$ cat src/rtl/glbl_rst_seq.sv
// Per-domain reset release sequencer: staggers active-low domain reset releases,
// lowest index first, with a programmable gap; re-asserts take effect immediately.
module glbl_rst_seq #(
  parameter int unsigned NUM_DOM = 8,
  parameter int unsigned DLY_W   = 8
) (
  input  logic               clk,
  input  logic               e_reset,
  input  logic [31:0]        rst_ctrl,
  input  logic [DLY_W-1:0]   cfg_dly,
  input  logic               soft_rst,
  output logic [NUM_DOM-1:0] dom_rst_n,
  output logic               seq_busy,
  output logic               seq_done
);

  typedef enum logic {
    IDLE = 1'b0,
    WAIT = 1'b1
  } state_t;

  state_t             state;
  logic [DLY_W-1:0]   cnt;
  logic [NUM_DOM-1:0] req;
  logic [NUM_DOM-1:0] pending;
  logic [NUM_DOM-1:0] lowest;

  assign req     = rst_ctrl[NUM_DOM-1:0];
  assign pending = req & ~dom_rst_n;
  // Two's-complement trick isolates the lowest set bit of pending.
  assign lowest  = pending & (~pending + NUM_DOM'(1));

  generate
    if (NUM_DOM < 32) begin : g_unused_ctrl
      logic unused_ctrl;
      assign unused_ctrl = ^rst_ctrl[31:NUM_DOM];
    end
  endgenerate

  always_ff @(posedge clk or posedge e_reset) begin
    if (e_reset) begin
      state     <= IDLE;
      cnt       <= '0;
      dom_rst_n <= '0;
      seq_busy  <= 1'b0;
      seq_done  <= 1'b0;
    end else if (soft_rst) begin
      state     <= IDLE;
      cnt       <= '0;
      dom_rst_n <= '0;
      seq_busy  <= 1'b0;
      seq_done  <= 1'b0;
    end else begin
      // Withdrawn requests drop their domain back into reset regardless of state.
      dom_rst_n <= dom_rst_n & req;
      seq_done  <= 1'b0;
      case (state)
        IDLE: begin
          if (pending != '0) begin
            cnt      <= cfg_dly;
            state    <= WAIT;
            seq_busy <= 1'b1;
          end
        end
        WAIT: begin
          if (pending == '0) begin
            state    <= IDLE;
            seq_busy <= 1'b0;
          end else if (cnt != '0) begin
            cnt <= cnt - DLY_W'(1);
          end else begin
            dom_rst_n <= (dom_rst_n | lowest) & req;
            if ((pending & ~lowest) != '0) begin
              cnt <= cfg_dly;
            end else begin
              state    <= IDLE;
              seq_busy <= 1'b0;
              seq_done <= 1'b1;
            end
          end
        end
        default: begin
          state    <= IDLE;
          seq_busy <= 1'b0;
        end
      endcase
    end
  end

endmodule
$ cat config.mk
export PLATFORM = sky130hd
export DESIGN_NAME = glbl_rst_seq
export DESIGN_NICKNAME = d
export VERILOG_FILES = /design/src/rtl/glbl_rst_seq.sv
export SDC_FILE = /design/constraint.sdc
export NUM_CORES = 1
export LEC_CHECK = 0
export CAP_MARGIN = 20
export CORE_UTILIZATION = 35
export DETAILED_ROUTE_END_ITERATION = 7
export MAX_ROUTING_LAYER = met4
export PLACE_DENSITY_LB_ADDON = 0.05
export REMOVE_ABC_BUFFERS = 1
export SYNTH_ARGS = -nofsm -noshare
export SYNTH_HDL_FRONTEND = slang
export SYNTH_SLANG_ARGS = --single-unit
export TNS_END_PERCENT = 100
$ cat constraint.sdc
create_clock -name clk -period 2.47 [get_ports clk]
set_input_delay 0.247 -clock clk [delete_from_list [all_inputs] [get_ports clk]]
set_output_delay 0.247 -clock clk [all_outputs]
set_load 0.02 [all_outputs]
==> impl_metrics.tcl <==
set metrics [dict create \
    clk_latency_ns 0.31 \
    synth_most_common_cell "dfrtp_1" \
    io_buffers 28 \
    post-route-min-period_ns 2.34 \
    via_per_inst 5.59 \
    synthTopCellsByCount "19 x dfrtp_1, 13 x nor2_1, 12 x nand2_1" \
    groute.usage.overall_pct 18.3 \
    critPathMaxFanout 6 \
    overflow 0 \
    worst_clock_skew_ns 0.00860 \
    hold_path.class "in2async" \
    drt_wl_total_um 3330 \
    synth_flop_cell "dfrtp_1" \
    place_hpwl_um 2490 \
    avgSynthCellArea_um2 8.57 \
    async_flop_share_pct 100 \
    slew_headroom_pct 49.1 \
    regArea_um2 475 \
    numClockSinks 19 \
    crit_path_end_kind "register" \
    grt_pass1_vias 1260 \
    dr.pass1.iters 4 \
    grt_pass1_wl_um 5600 \
    ys_seq_elements 19 \
    cts_root_buf "clkbuf_4" \
    rsz0062_at_grt "false" \
    ys_seq_area_share_pct 37.0 \
    fp.dieArea_mm2 0.00392 \
    area_growth_pct 31.9 \
    r2r_setup_slack_ns 0.13 \
    gp_congestion 0.789 \
    ctsHoldBuffers 0 \
    clock.fmax_mhz 427 \
    post_cts_resized 0 \
    synth.distinct_cells 40 \
    die_y_um 62.6 \
    rows 21 \
    r2r-end "cnt[6]" \
    ant_nets 0 \
    dr_total_vias 1302 \
    start_util_pct 37.6 \
    nFillCells 338 \
    reg2reg_from "cnt[3]" \
    setup_viol 0 \
    fin_area_mm2 0.00170 \
    finalSetupTns_ns 0 \
    design.core.area_mm2 0.00342 \
    yosys.area.top_type "dfrtp_1" \
    ir_drop_v 0.000208 \
    yosysWarnings 0 \
    post_dp_cell_area_mm2 0.00167 \
    cap_violations 0 \
    cp.required_ns 2.67 \
    start_kind "register" \
    critPathArrivalTime_ns 2.54 \
    cts_buffer_depth 2 \
    dp_slack_ns 0.0290 \
    nets 233 \
    io_pins 53 \
    avgRoutedWirePerCell_um 14.3 \
    post_cts_buffers 0 \
    drtIter0Drc 55 \
    multi_input_area_um2 758 \
    path_clk_slew_ns 0.12 \
    finalMaxSlewViolations 0 \
    fin_crit_sh_pct 94.7 \
    route.detailed.drc 0 \
    power.density_mw_per_mm2 483 \
    reg2reg_depth 7 \
    hold_violations 0 \
    final_util_pct 49.6 \
    fin_ws_ns 0.130 \
    die_x_um 62.6 \
    htree_levels 1 \
    worstMarginPinSlew_ns 0.762 \
    n_antenna_cell 0 \
    cts_tree "built" \
    p_leak_nw 0.679 \
    status "complete, no violations" \
    syn_area_mm2 0.00128 \
    grt_antenna_before_repair 0 \
    synthCells 150 \
    synth_top_area_share_pct 37.0 \
    synth-edff-count 0 \
    cts-buffers-inserted 3 \
    grt_max_degree 23 \
    drive_gt1_share_pct 11.8 \
    worst-setup-path-type "reg2reg" \
    finalPower_mw 0.819 \
    synth_area_leaders "dfrtp_1 37%, nand2b_1 4.9%, nor3b_1 4.7%" \
]
[placed cells by master, fill, tap and decap left out, types with 3 or more instances in the layout]
cell             count
a21oi_1              7
a31oi_1              3
buf_4               10
clkbuf_4             3
clkdlybuf4s50_1     28
dfrtp_1             19
inv_1                6
nand2_1             12
nand2b_1            10
nand3_1              5
nand3b_1             3
nand4_1              4
nor2_1              13
nor2b_1              7
nor3_1               8
nor3b_1              8
o211ai_1             3
o21ai_0              7
o32ai_1              4
[state kept, by name (all words and copies together) (netlist names)]
| signal | count |
|---|---|
| dom_rst_n | 8 |
| cnt | 8 |
| seq_done | 1 |
| state | 1 |
| seq_busy | 1 |
[cell type report]
class,instances,share of cell area [%]
clock buffers,4,1.55
inverters,6,1.33
multi-input cells,120,44.7
flip-flops and latches,19,28.0
well taps,46,3.39
repair buffers,38,21.0
[power by group]
group | leakage (nW) | switching (mW) | internal [mW]
combinational | 0.411 | 0.151 | 0.134
clock | 0.0150 | 0.104 | 0.0631
sequential | 0.253 | 0.0306 | 0.336
[worst max-delay path, cell delays in order, from the launching register on]
cell and delay, ns:
dfrtp_1 0.44, or4_4 0.55, or4b_4 0.55, a21oi_2 0.16
and4_1 0.22, buf_4 0.15, or4_1 0.11, nand3_1 0.06
[cells by family (layout without fill, tap and decap cells)]
family          after synthesis  after routing  share of synthesized area [%]
simple gates                 81             81                           36.0
fa+ha+maj                     3              3                           2.73
compound gates               35             35                           19.4
flops                        19             19                           37.0
mux                           1              1                          0.876
buf+inv                      11             48                           3.99
[per-layer routing]
layer / vias up / wire, µm / track usage [%]
li1: 628 / - / -
met4: 0 / 40 / 5.23
met1: 633 / 1590 / 23.4
met3: 7 / 129 / 2.55
met5: - / 0 / -
met2: 34 / 1570 / 30.0
[worst max path at each step]
stage	from	endpoint	slack, ns	cells past startpoint
floorplan	dom_rst_n[0]	cnt[0]	0.02	6
global placement	rst_ctrl[0]	cnt[0]	0.11	8
detailed placement	rst_ctrl[0]	cnt[0]	0.03	8
CTS	cnt[3]	cnt[6]	0.13	7
global route	cnt[3]	cnt[7]	0.02	7
finish	cnt[3]	cnt[6]	0.13	7
[metrics by stage]
step                cells  hold WS, ns
floorplan             145        0.198
global placement      229        0.547
detailed placement    229        0.539
CTS                   233        0.385
global route          233        0.450
finish                233        0.360
No activity file was read; power rests on OpenSTA's default activity.
